[config.mk]
export PLATFORM = sky130hd
export DESIGN_NAME = mem_arbiter
export DESIGN_NICKNAME = d
export VERILOG_FILES = /design/src/rtl/mem_arbiter_pkg.sv /design/src/rtl/mem_arbiter.sv
export SDC_FILE = /design/constraint.sdc
export NUM_CORES = 1
export LEC_CHECK = 0
export ABC_AREA = 1
export ABC_CLOCK_PERIOD_IN_PS = 5700
export CORE_ASPECT_RATIO = 1.75
export CORE_MARGIN = 2
export CORE_UTILIZATION = 39
export CTS_CLUSTER_SIZE = 10
export DETAILED_ROUTE_END_ITERATION = 8
export GPL_ROUTABILITY_DRIVEN = 0
export PLACE_DENSITY = 0.86
export SKIP_CTS_REPAIR_TIMING = 1
export SYNTH_ARGS = -nofsm -noshare
export SYNTH_HDL_FRONTEND = slang
export SYNTH_SLANG_ARGS = --single-unit
[constraint.sdc]
create_clock -name clk -period 5.7 [get_ports clk]
set_clock_uncertainty 0.15 [all_clocks]
set_input_delay 1.425 -clock clk [delete_from_list [all_inputs] [get_ports clk]]
set_output_delay 1.425 -clock clk [all_outputs]
set_load 0.05 [all_outputs]
[src/rtl/mem_arbiter_pkg.sv]
// Shared types for the instruction/data memory arbiter: FSM state encoding
// and grant-owner constants.
package mem_arbiter_pkg;

   typedef enum logic [1:0] {
      ST_IDLE = 2'd0,
      ST_INST = 2'd1,
      ST_DATA = 2'd2
   } state_e;

   typedef enum logic {
      OWN_INST = 1'b0,
      OWN_DATA = 1'b1
   } owner_e;

   localparam logic [3:0] INST_MASK = 4'b1111;

endpackage

[src/rtl/mem_arbiter.sv]
// Two-requester (instruction fetch / data access) arbiter onto one shared
// memory port; one outstanding transaction, alternating grant under contention.
module mem_arbiter
   import mem_arbiter_pkg::*;
#(
   parameter bit DATA_FIRST = 1'b1
) (
   input  logic        clk,
   input  logic        reset,
   input  logic        ip_inst_req,
   input  logic [31:0] ip_inst_addr,
   output logic        op_inst_valid,
   output logic [31:0] op_inst_data,
   input  logic        ip_data_rd,
   input  logic        ip_data_wr,
   input  logic [31:0] ip_data_addr,
   input  logic [3:0]  ip_data_mask,
   input  logic [31:0] ip_data_wdata,
   output logic        op_data_valid,
   output logic [31:0] op_data_rdata,
   output logic        op_mem_req,
   output logic        op_mem_wr,
   output logic [31:0] op_mem_addr,
   output logic [3:0]  op_mem_mask,
   output logic [31:0] op_mem_wdata,
   input  logic        ip_mem_ack,
   input  logic [31:0] ip_mem_rdata
);

   state_e      state_q;
   owner_e      last_q;
   logic        first_q;
   logic        mem_req_q, mem_wr_q;
   logic [31:0] mem_addr_q, mem_wdata_q;
   logic [3:0]  mem_mask_q;
   logic        inst_valid_q, data_valid_q;
   logic [31:0] inst_data_q, data_rdata_q;

   logic        inst_pend, data_pend;
   logic        grant_inst_d, grant_data_d;

   // A requester still sees its own request high during its valid cycle;
   // that level belongs to the finished transaction and must not regrant.
   always_comb begin
      inst_pend    = ip_inst_req && !inst_valid_q;
      data_pend    = (ip_data_rd || ip_data_wr) && !data_valid_q;
      grant_inst_d = 1'b0;
      grant_data_d = 1'b0;
      if (state_q == ST_IDLE) begin
         if (inst_pend && data_pend) begin
            grant_data_d = first_q ? DATA_FIRST : (last_q == OWN_INST);
            grant_inst_d = !grant_data_d;
         end else begin
            grant_inst_d = inst_pend;
            grant_data_d = data_pend;
         end
      end
   end

   always_ff @(posedge clk or posedge reset) begin
      if (reset) begin
         state_q      <= ST_IDLE;
         last_q       <= OWN_INST;
         first_q      <= 1'b1;
         mem_req_q    <= 1'b0;
         mem_wr_q     <= 1'b0;
         mem_addr_q   <= 32'd0;
         mem_mask_q   <= 4'd0;
         mem_wdata_q  <= 32'd0;
         inst_valid_q <= 1'b0;
         data_valid_q <= 1'b0;
         inst_data_q  <= 32'd0;
         data_rdata_q <= 32'd0;
      end else begin
         inst_valid_q <= 1'b0;
         data_valid_q <= 1'b0;
         case (state_q)
            ST_IDLE: begin
               if (grant_data_d) begin
                  state_q     <= ST_DATA;
                  last_q      <= OWN_DATA;
                  first_q     <= 1'b0;
                  mem_req_q   <= 1'b1;
                  mem_wr_q    <= ip_data_wr;
                  mem_addr_q  <= ip_data_addr;
                  mem_mask_q  <= ip_data_mask;
                  mem_wdata_q <= ip_data_wdata;
               end else if (grant_inst_d) begin
                  state_q     <= ST_INST;
                  last_q      <= OWN_INST;
                  first_q     <= 1'b0;
                  mem_req_q   <= 1'b1;
                  mem_wr_q    <= 1'b0;
                  mem_addr_q  <= ip_inst_addr;
                  mem_mask_q  <= INST_MASK;
                  mem_wdata_q <= 32'd0;
               end
            end
            ST_INST: begin
               if (mem_req_q && ip_mem_ack) begin
                  state_q      <= ST_IDLE;
                  mem_req_q    <= 1'b0;
                  inst_valid_q <= 1'b1;
                  inst_data_q  <= ip_mem_rdata;
               end
            end
            ST_DATA: begin
               if (mem_req_q && ip_mem_ack) begin
                  state_q      <= ST_IDLE;
                  mem_req_q    <= 1'b0;
                  data_valid_q <= 1'b1;
                  data_rdata_q <= ip_mem_rdata;
               end
            end
            default: begin
               state_q   <= ST_IDLE;
               mem_req_q <= 1'b0;
            end
         endcase
      end
   end

   assign op_mem_req    = mem_req_q;
   assign op_mem_wr     = mem_wr_q;
   assign op_mem_addr   = mem_addr_q;
   assign op_mem_mask   = mem_mask_q;
   assign op_mem_wdata  = mem_wdata_q;
   assign op_inst_valid = inst_valid_q;
   assign op_inst_data  = inst_data_q;
   assign op_data_valid = data_valid_q;
   assign op_data_rdata = data_rdata_q;

endmodule

==> reports/summary.txt, run 1 <==
CTS tree -> done
Sw frac -> 49.1%
P_leak -> 4.63 nW
Cell area reported after detailed placement -> 8800 sq um
Hold crit path type -> register to register
All-layer global routing usage -> 21.1%
Timing startpoint of the critical path -> ip_data_wr
Setup repair after global routing missed its margin -> no
Top cells by area, synth -> sky130_fd_sc_hd__dfrtp_1 (58%), sky130_fd_sc_hd__nand2_1 (13%), sky130_fd_sc_hd__inv_1 (7.2%), sky130_fd_sc_hd__o21ai_0 (5.5%), sky130_fd_sc_hd__nand3b_1 (4.2%)
Overflow after GRT -> 0
Initial antenna violation count -> 0
Final WL -> 17300 um
PortBufs -> 273
Crit path capture type -> register
Synth Warn # -> 0
Die span in x -> 97.5 um
Achievable clock frequency -> 264 MHz
Worst Path Arrival -> 3930 ps
Drt wl/cell -> 15.2 um
Detailed-placement wirelength estimate -> 12500 um
DIE AREA -> 16300 sq um
Summed negative setup slack over all endpoints -> 0 ps
Util after Layout -> 63.1%
Number of clock buffers inserted by TritonCTS -> 17
Die extent in y -> 168 um
Core area -> 14900 sq um
Combinational share of power -> 55.5%
Ports -> 274
Proportion of netlist area held by the largest area contributor -> 58.3%
Count of antenna-violating nets left after detailed routing -> 0
Maximum level of the CTS H-tree -> 4
Relative contribution of the clock network to total power -> 17.9%
Max rail drop VDD -> 0.356 mV
Endpoints failing setup -> 0
Clock insertion delay at the later pin of the skew report -> 400 ps
Pin count of the biggest net entering global routing -> 90
Cell area after synthesis -> 5960 sq um
NetSw -> 0.00314 W
Critical path data required time -> 5840 ps
Commonest cells in the synthesized netlist -> sky130_fd_sc_hd__nand2_1 (209), sky130_fd_sc_hd__dfrtp_1 (139), sky130_fd_sc_hd__inv_1 (115)
Result of the run -> complete, no violations
End of the worst register-to-register path -> op_mem_mask[2]
Average size of a mapped cell -> 8.72 sq um
Detailed-router iteration count before antenna repair -> 4
Seq cells post-synth -> 140
CTS root buffer -> sky130_fd_sc_hd__clkbuf_16
Synth Area in Adders -> 0.629%
Actual slew at the worst max-slew pin -> 952 ps
Standard-cell row count -> 59
Power Total -> 0.00640 W
Library cells used by synthesis -> 19
Simple logic cell fraction of the synthesized area -> 21.0%
Max-slew violation count -> 0
Final net count -> 1087
Antenna Cells -> 0
Initial core utilization -> 40.0%
Number of max-cap violations -> 0
Reg power frac -> 26.6%
Dpl cells -> 1110
Final min period -> 3790 ps
Most frequent cell after synthesis -> sky130_fd_sc_hd__nand2_1
R2r setup slk -> 3070 ps
Post-synthesis sequential area ratio -> 58.8%
Fraction of synthesized area in multiplexers -> 0%
Ys flop type -> sky130_fd_sc_hd__dfrtp_1
Area growth from synthesis to final layout -> 57.8%
Post-synth EDFFs -> 0
Buffers from clock root to sink, at most -> 2
DRC marker count from the first detailed-route iteration -> 159
Tcrit/Tclk final -> 66.6%
Pint -> 0.00326 W
Hold Path Stages -> 2
Cell count of the worst reg-to-reg path -> 5
R2R Path Start -> op_data_valid
Critical-path maximum fanout -> 47
Number of nets produced by synthesis -> 825
Final cell count without fillers -> 1142
Global-route wire length before repair -> 27700 um
Kind of start point of the critical path -> input port
Relative slew margins -> 36.4%
Compound-Gate Fraction of Synth Area -> 9.11%
Classification of the worst setup path -> input port to register
Via count -> 5407
Via density per instance -> 4.73
Fraction of final layout cells with drive strength greater than 1 -> 4.90%
Number of global-route vias before repair -> 5523
Biggest area consumer among synthesized cells -> sky130_fd_sc_hd__dfrtp_1
DRC -> 0
Main combinational cell family by area after synthesis -> simple AND/OR/NAND/NOR gates
Clock edge transition at the registers on the reported setup and hold paths -> 60 ps
Sinks on the clock net -> 140
Pwr Density -> 680 nW/um^2
Min-Delay Endpoint -> first_q
Post-synthesis share of cell area spent on xor and xnor gates -> 0%
Share of synthesized flip-flops with an asynchronous set or reset -> 100%
Post-layout instance area -> 9410 sq um
Min-delay src -> first_q
Number of instances in the synthesized netlist -> 684
Filler cell count in the final layout -> 1246
Final count of hold timing violations -> 0
-- layout by cell type (no fill, tap or decap), drive strengths merged --
master         netlist  final
o21bai               1      1
buf                 24      7
o21ai              103    103
ha                   3      3
dfstp                1      1
clkinvlp             0      1
nor2                 5      5
nand3b              33     33
clkdlybuf4s50        0    273
nand3               36     36
dfrtp              139    139
clkbuf              13     18
clkinv               0      6
nand2              210    210
inv                115    119
bufinv               0      3
a21oi                1      1
-- metrics by stage --
step | worst slack, ps | hold slack [ps]
after floorplan | 374 | 274
after global placement | 1580 | 283
after global routing | 1690 | 319
after CTS | 1930 | 294
after detailed placement | 1520 | 284
final | 1910 | 297
-- power by group through the flow --
stage	logic [W]	registers (W)	clock network (W)
2_1_floorplan	0.000801	0.00325	0
4_1_cts	0.00358	0.00170	0.00117
5_1_grt	0.00375	0.00176	0.00122
3_5_place_dp	0.00357	0.00171	0
3_3_place_gp	0.00352	0.00169	0
6_report	0.00355	0.00170	0.00115
-- sequential cells by signal (all words and copies together) (netlist names) --
signal / flops
first_q: 1
last_q: 1
op_data_rdata: 32
op_data_valid: 1
op_inst_data: 32
op_inst_valid: 1
op_mem_addr: 32
op_mem_mask: 4
op_mem_req: 1
op_mem_wdata: 32
op_mem_wr: 1
state_q: 2
-- metal layers --
layer	global-route usage (%)	up-vias	wire (um)
met5	0	-	0
met4	10.9	0	680
met3	5.18	45	978
met2	36.7	186	9070
met1	23.7	2546	6620
li1	-	2630	-
-- cell families (layout without fill, tap and decap cells) --
| family | count (synthesis) | in the layout |
|---|---|---|
| AND/OR/NAND/NOR | 284 | 284 |
| flip-flops | 140 | 140 |
| AO/OA/AOI/OAI | 105 | 105 |
| adder cells (fa/ha/maj) | 3 | 3 |
| buffers and inverters | 152 | 427 |
-- how the worst max path moves through the flow --
| stage | cells after the start | endpoint | slack [ps] |
|---|---|---|---|
| floorplan | 1 | last_q | 370 |
| global placement | 7 | op_mem_mask[2] | 1580 |
| detailed placement | 7 | op_mem_mask[1] | 1520 |
| CTS | 7 | op_mem_mask[2] | 1930 |
| global route | 8 | op_mem_addr[4] | 1690 |
| finish | 7 | op_mem_mask[2] | 1910 |
-- worst max-delay path: stages --
cell and delay, ps:
sky130_fd_sc_hd__clkdlybuf4s50_1 510, sky130_fd_sc_hd__nor2_1 90, sky130_fd_sc_hd__nor2_4 600, sky130_fd_sc_hd__nand3_2 570, sky130_fd_sc_hd__buf_4 460, sky130_fd_sc_hd__o21ai_1 190, sky130_fd_sc_hd__inv_1 50
-- cell type report --
cell class                      instances  area, sq um  share of cell area [%]
Inverter                              115          437                    4.64
Multi-Input combinational cell        392         1840                    19.6
Clock inverter                         14          184                    1.95
Sequential cell                       140         3500                    37.2
Tap cell                              183          229                    2.43
Clock buffer                           18          429                    4.56
Timing Repair Buffer                  280         2790                    29.6
Note: power is estimated with default switching activity, not from simulation.
==> run 2: changes to the inputs <==
--- a/config.mk
+++ b/config.mk
@@ -6,7 +6,7 @@
 export NUM_CORES = 1
 export LEC_CHECK = 0
 export ABC_AREA = 1
-export ABC_CLOCK_PERIOD_IN_PS = 5700
+export ABC_CLOCK_PERIOD_IN_PS = 3950
 export CORE_ASPECT_RATIO = 1.75
 export CORE_MARGIN = 2
 export CORE_UTILIZATION = 39
==> constraint.sdc (replaced) <==
create_clock -name clk -period 3.95 [get_ports clk]
set_clock_uncertainty 0.15 [all_clocks]
set_input_delay 0.9875 -clock clk [delete_from_list [all_inputs] [get_ports clk]]
set_output_delay 0.9875 -clock clk [all_outputs]
set_load 0.05 [all_outputs]
==> reports/summary.txt, run 2 (synthesis gave the netlist of run 1 again) <==
Antenna Cells -> 0 (unchanged)
Ports -> 274 (unchanged)
Critical path data required time -> 2810 ps (-3030 ps)
Summed negative setup slack over all endpoints -> 0 ps (unchanged)
Clock edge transition at the registers on the reported setup and hold paths -> 60 ps (about the same)
Worst path cell trace -> clkdlybuf4s50_1
Maximum level of the CTS H-tree -> 4 (unchanged)
Clock insertion delay at the later pin of the skew report -> 400 ps (about the same)
Max rail drop VDD -> 0.571 mV (+60%)
Classification of the worst setup path -> register to output port
Critical-path maximum fanout -> 5 (-89%)
Hold crit path type -> register to register
Actual slew at the worst max-slew pin -> 875 ps (-76.4 ps)
Hold Path Stages -> 2 (unchanged)
Die span in x -> 97.5 um (unchanged)
Most common library cell in the layout ignoring fill and taps -> sky130_fd_sc_hd__clkdlybuf4s50_1
Most frequent cells in the layout -> sky130_fd_sc_hd__clkdlybuf4s50_1 (273), sky130_fd_sc_hd__nand2_1 (209), sky130_fd_sc_hd__dfrtp_1 (139), sky130_fd_sc_hd__inv_1 (114), sky130_fd_sc_hd__o21ai_0 (66)
Via count -> 5418 (+0.20%)
CP Buf/Inv Count -> 1 (-2)
Core area -> 14900 sq um (unchanged)
Delay-heaviest family, CP -> buffers and inverters
Initial core utilization -> 40.0% (unchanged)
Pwr Density -> 986 nW/um^2 (+45%)
CTS root buffer -> sky130_fd_sc_hd__clkbuf_16
Sinks on the clock net -> 140 (unchanged)
All-layer global routing usage -> 21.3% (+0.24 points)
Number of clock buffers inserted by TritonCTS -> 17 (unchanged)
Global-route wire length before repair -> 28000 um (+0.87%)
DIE AREA -> 16300 sq um (unchanged)
Slowest Stage Delay on Critical Path -> 860 ps (+260 ps)
Fraction of final layout cells with drive strength greater than 1 -> 5.30% (+0.40 points)
Die extent in y -> 168 um (unchanged)
Buffers from clock root to sink, at most -> 2 (unchanged)
Final count of hold timing violations -> 0 (unchanged)
CTS tree -> done
Result of the run -> complete, no violations
Worst setup slack before clock tree synthesis -> 949 ps (-569 ps)
Setup repair after global routing missed its margin -> no
Count of antenna-violating nets left after detailed routing -> 0 (unchanged)
Standard-cell row count -> 59 (unchanged)
Relative slew margins -> 41.6% (+5.2 points)
Post-layout instance area -> 9470 sq um (+0.68%)
Drt wl/cell -> 15.5 um (+1.8%)
Area growth from synthesis to final layout -> 58.9%
Pin count of the biggest net entering global routing -> 72 (-20%)
Final min period -> 2860 ps
Overflow after GRT -> 0 (unchanged)
DRC marker count from the first detailed-route iteration -> 212 (+33%)
Tcrit/Tclk final -> 72.3%
Number of max-cap violations -> 0 (unchanged)
Crit path capture type -> output port
Detailed-placement wirelength estimate -> 12800 um (+2.3%)
Final WL -> 17700 um (+2.0%)
Via density per instance -> 4.73 (about the same)
P_leak -> 4.65 nW (+0.56%)
Cell count of the worst reg-to-reg path -> 6 (+1)
Endpoints failing setup -> 0 (unchanged)
Initial antenna violation count -> 0 (unchanged)
Detailed-router iteration count before antenna repair -> 4 (unchanged)
Cell area reported after detailed placement -> 8840 sq um (+0.47%)
Max-slew violation count -> 0 (unchanged)
DRC -> 0 (unchanged)
Levels on crit path -> 1 (-6)
Achievable clock frequency -> 350 MHz
Worst path slowest cell -> sky130_fd_sc_hd__clkdlybuf4s50_1
Number of global-route vias before repair -> 5434 (-1.6%)
Util after Layout -> 63.5% (+0.43 points)
Kind of start point of the critical path -> register
Final net count -> 1091 (+0.37%)
Final Worst Setup Slack -> 1090 ps (-814 ps)
Worst Path Arrival -> 1720 ps (-2210 ps)
PortBufs -> 273 (unchanged)
-- run 2: cell count changes in the layout (fill, tap and decap cells not counted) --
cell                         change
sky130_fd_sc_hd__clkinv_4        -2
sky130_fd_sc_hd__bufinv_16       +1
sky130_fd_sc_hd__clkinv_2        -1
sky130_fd_sc_hd__buf_12          +1
sky130_fd_sc_hd__clkbuf_1        -1
sky130_fd_sc_hd__clkinvlp_4      +2
sky130_fd_sc_hd__inv_8           +1
sky130_fd_sc_hd__inv_6           -1
sky130_fd_sc_hd__buf_4           +3
-- run 2: final cells by class --
cell class / instances / area (sq um)
Clock buffer: 17 / 425
Clock inverter: 14 / 210
Fill cell: 1240 / 5440
Inverter: 115 / 435
Multi-Input combinational cell: 392 / 1840
Sequential cell: 140 / 3500
Tap cell: 183 / 229
Timing Repair Buffer: 284 / 2830
-- run 2: power by group --
part / internal, W / switching (W)
sequential: 0.00210 / 0.000364
clock: 0.00107 / 0.000653
combinational: 0.00161 / 0.00354
total: 0.00478 / 0.00455
-- run 2: path summary, 6_finish.rpt --
path / from / to / slack [ps]
min: first_q / first_q / 310
max: op_mem_req / op_mem_req / 1090
min reg2reg: first_q / first_q / 310
max reg2reg: state_q[0] / op_mem_mask[2] / 1920
max in group asynchronous: reset / op_mem_addr[22] / 1950
min in group asynchronous: reset / op_mem_wdata[16] / 900
-- run 2: metrics by stage --
step | total power [W] | cells | hold slack [ps]
after floorplan | 0.00584 | 684 | 274
after global placement | 0.00755 | 1114 | 281
after detailed placement | 0.00764 | 1114 | 283
after CTS | 0.00941 | 1145 | 314
after global routing | 0.00979 | 1145 | 320
final | 0.00934 | 1145 | 312
-- run 2: routing by layer --
layer  track usage, %  routed length (um)  up-vias
li1                 -                   -     2633
met1             24.5                6750     2564
met2             38.2                9530      189
met4             8.94                 544        0
met3             4.47                 879       32
met5                0                   0        -
==> patch (flow settings as in run 2) <==
The 3 states of `state_e` get a one-hot encoding in 3 bits.
--- a/src/rtl/mem_arbiter_pkg.sv
+++ b/src/rtl/mem_arbiter_pkg.sv
@@ -4,6 +4,6 @@
 
-   typedef enum logic [1:0] {
-      ST_IDLE = 2'd0,
-      ST_INST = 2'd1,
-      ST_DATA = 2'd2
+   typedef enum logic [2:0] {
+      ST_IDLE = 3'b001,
+      ST_INST = 3'b010,
+      ST_DATA = 3'b100
    } state_e;
Behaviour: same outputs for any inputs over 4 cycles, from zero or initial values and one cycle with reset high; so few cycles prove little.
==> patch against run 2 <==
Setup slack improved by 0.091 ns. Combinational power fell by 3%. Sequential share of layout area rose by 0.32 points. Core utilization fell by 1.4 points. Fmax rose by 3.3%. Power fell by 4.3%. Routed wire length rose by 1.2%. Synthesized cell count rose by 5.7%. Area after synthesis rose by 1.2%. Sequential cell count rose by 1. First-iteration DRC count rose by 14%. Cell area fell by 0.12%.
==> patch: results (changes against run 2) <==
Pwr:
- The total leakage power is 4.76 nW (+2.2%).
- The switching share of power is 0.497 (+0.00901).

Cells and area:
- The share of post-route cells with drive strength above 1 is 0.0522 (-0.000806).
- The net count reported at finish came to 1121 (+2.7%).
- The filler cell count in the final layout came to 1288 (+3.9%).

Synth:
- The net count after synthesis is 861 (+4.4%).
- Ranked by total cell area, the synthesized netlist is headed by sky130_fd_sc_hd__dfrtp_1 (58%), sky130_fd_sc_hd__nand2_1 (17%), sky130_fd_sc_hd__inv_1 (6.6%), sky130_fd_sc_hd__o21ai_0 (5.4%), sky130_fd_sc_hd__nand4_1 (3.3%).
- The number of distinct standard cells referenced by the synthesized netlist is 21 (+2).
- The portion of the post-synthesis area used by sequential elements is 0.585 (-0.00271).
- Sorting the synthesized cells by how often they occur yields sky130_fd_sc_hd__nand2_1 (275), sky130_fd_sc_hd__dfrtp_1 (139), sky130_fd_sc_hd__inv_1 (106), sky130_fd_sc_hd__o21ai_0 (65), sky130_fd_sc_hd__nand3_1 (34).

Route:
- The top layer used by detailed routing is met4.
- The number of search-and-repair iterations in the first detailed-routing pass came to 5 (+1).
- The met1 routed wirelength after detailed routing was 6.62 mm (-1.9%).
- The total wire length after detailed routing was 17.9 mm (+1.2%).
- The DRC violation total after the first TritonRoute iteration is 241 (+14%).
- The total length of routed met2 wires was 9.60 mm (+0.71%).
- The number of vias in the routed layout came to 5580 (+3.0%).
- The met3 wire length is 1.18 mm (+34%).

Critical path:
- The largest driver fanout on the critical path is 3 (-2).
- The data arrival at the endpoint of the critical path came to 1.63 ns (-0.09 ns).
- The maximum cell stage delay along the critical path is 0.83 ns (-0.03 ns).

STA:
- The slew at the pin with the worst max-slew slack is 1.06 ns (+0.183 ns).

Clocking:
- In this run the clock root is driven by a sky130_fd_sc_hd__clkbuf_16.
- The worst-skew pair later-pin latency is 0.39 ns.

Global route:
- The number of global-route vias before repair was 5700 (+4.9%).
- The first-pass GRT wire length is 29.0 mm (+3.8%).
- The maximum number of pins on one net before global-route repair came to 142 (+97%).
- The global-route usage over all layers is 0.219 (+0.00594).

Placement:
- The HPWL reported at the end of detailed placement is 12.6 mm (-0.99%).

Run status:
- The flow ran to the end, and the final reports show no timing, DRC or antenna violations.
==> patch: cell families (layout without fill, tap and decap cells) <==
group           after synthesis  in the layout  share of synthesized area
simple gates                365            365                      0.252
buf+inv                     149            422                      0.106
flops                       141            141                      0.585
compound gates               68             68                     0.0572
==> patch: layout make-up <==
type / instances / area (um^2) / share of cell area
flip-flops and latches: 141 / 3530 / 0.373
clock inverters: 15 / 150 / 0.0159
inverters: 108 / 409 / 0.0432
repair buffers: 282 / 2840 / 0.300
well taps: 186 / 233 / 0.0246
multi-input cells: 433 / 1880 / 0.198
clock buffers: 17 / 425 / 0.0450
==> patch: final timing paths <==
path                            slack, ns                    start                            to  cells after the start
worst max-delay path                 1.18  op_data_valid$_DFF_PP0_                 op_data_valid                      1
worst min-delay path                 0.29      first_q$_DFFE_PP1P_           first_q$_DFFE_PP1P_                      2
worst min register to register       0.29      first_q$_DFFE_PP1P_           first_q$_DFFE_PP1P_                      2
min in group asynchronous            0.89                    reset   op_mem_addr[13]$_DFFE_PP0P_                      3
max in group asynchronous            2.00                    reset   op_mem_addr[30]$_DFFE_PP0P_                      3
worst max register to register       1.43   state_q[0]$_DFFE_PP1P_  op_mem_wdata[11]$_DFFE_PP0P_                      7
==> patch: power by group through the flow <==
stage | Combinational, mW | Sequential [mW] | Clock, mW
2_1_floorplan | 1.33 | 4.39 | 0
3_3_place_gp | 4.93 | 2.38 | 0
3_5_place_dp | 5.00 | 2.41 | 0
4_1_cts | 5.01 | 2.40 | 1.60
5_1_grt | 5.28 | 2.47 | 1.67
6_report | 4.98 | 2.39 | 1.56
==> patch: layer usage <==
metal	global-route usage	up-vias
met5	0	-
met4	0.0827	0
met3	0.0495	31
met2	0.393	223
met1	0.252	2586
li1	-	2740
==> patch: per-stage QoR <==
step	worst slack, ns	hold slack (ns)	total power, mW	std cells	cell area [um^2]
after floorplan	1.05	0.274	5.73	723	6040
after global placement	0.868	0.281	7.31	1150	8890
after detailed placement	0.818	0.282	7.41	1150	8890
after CTS	1.15	0.291	9.01	1182	9460
after global routing	1.08	0.307	9.42	1182	9460
final	1.18	0.290	8.94	1182	9460
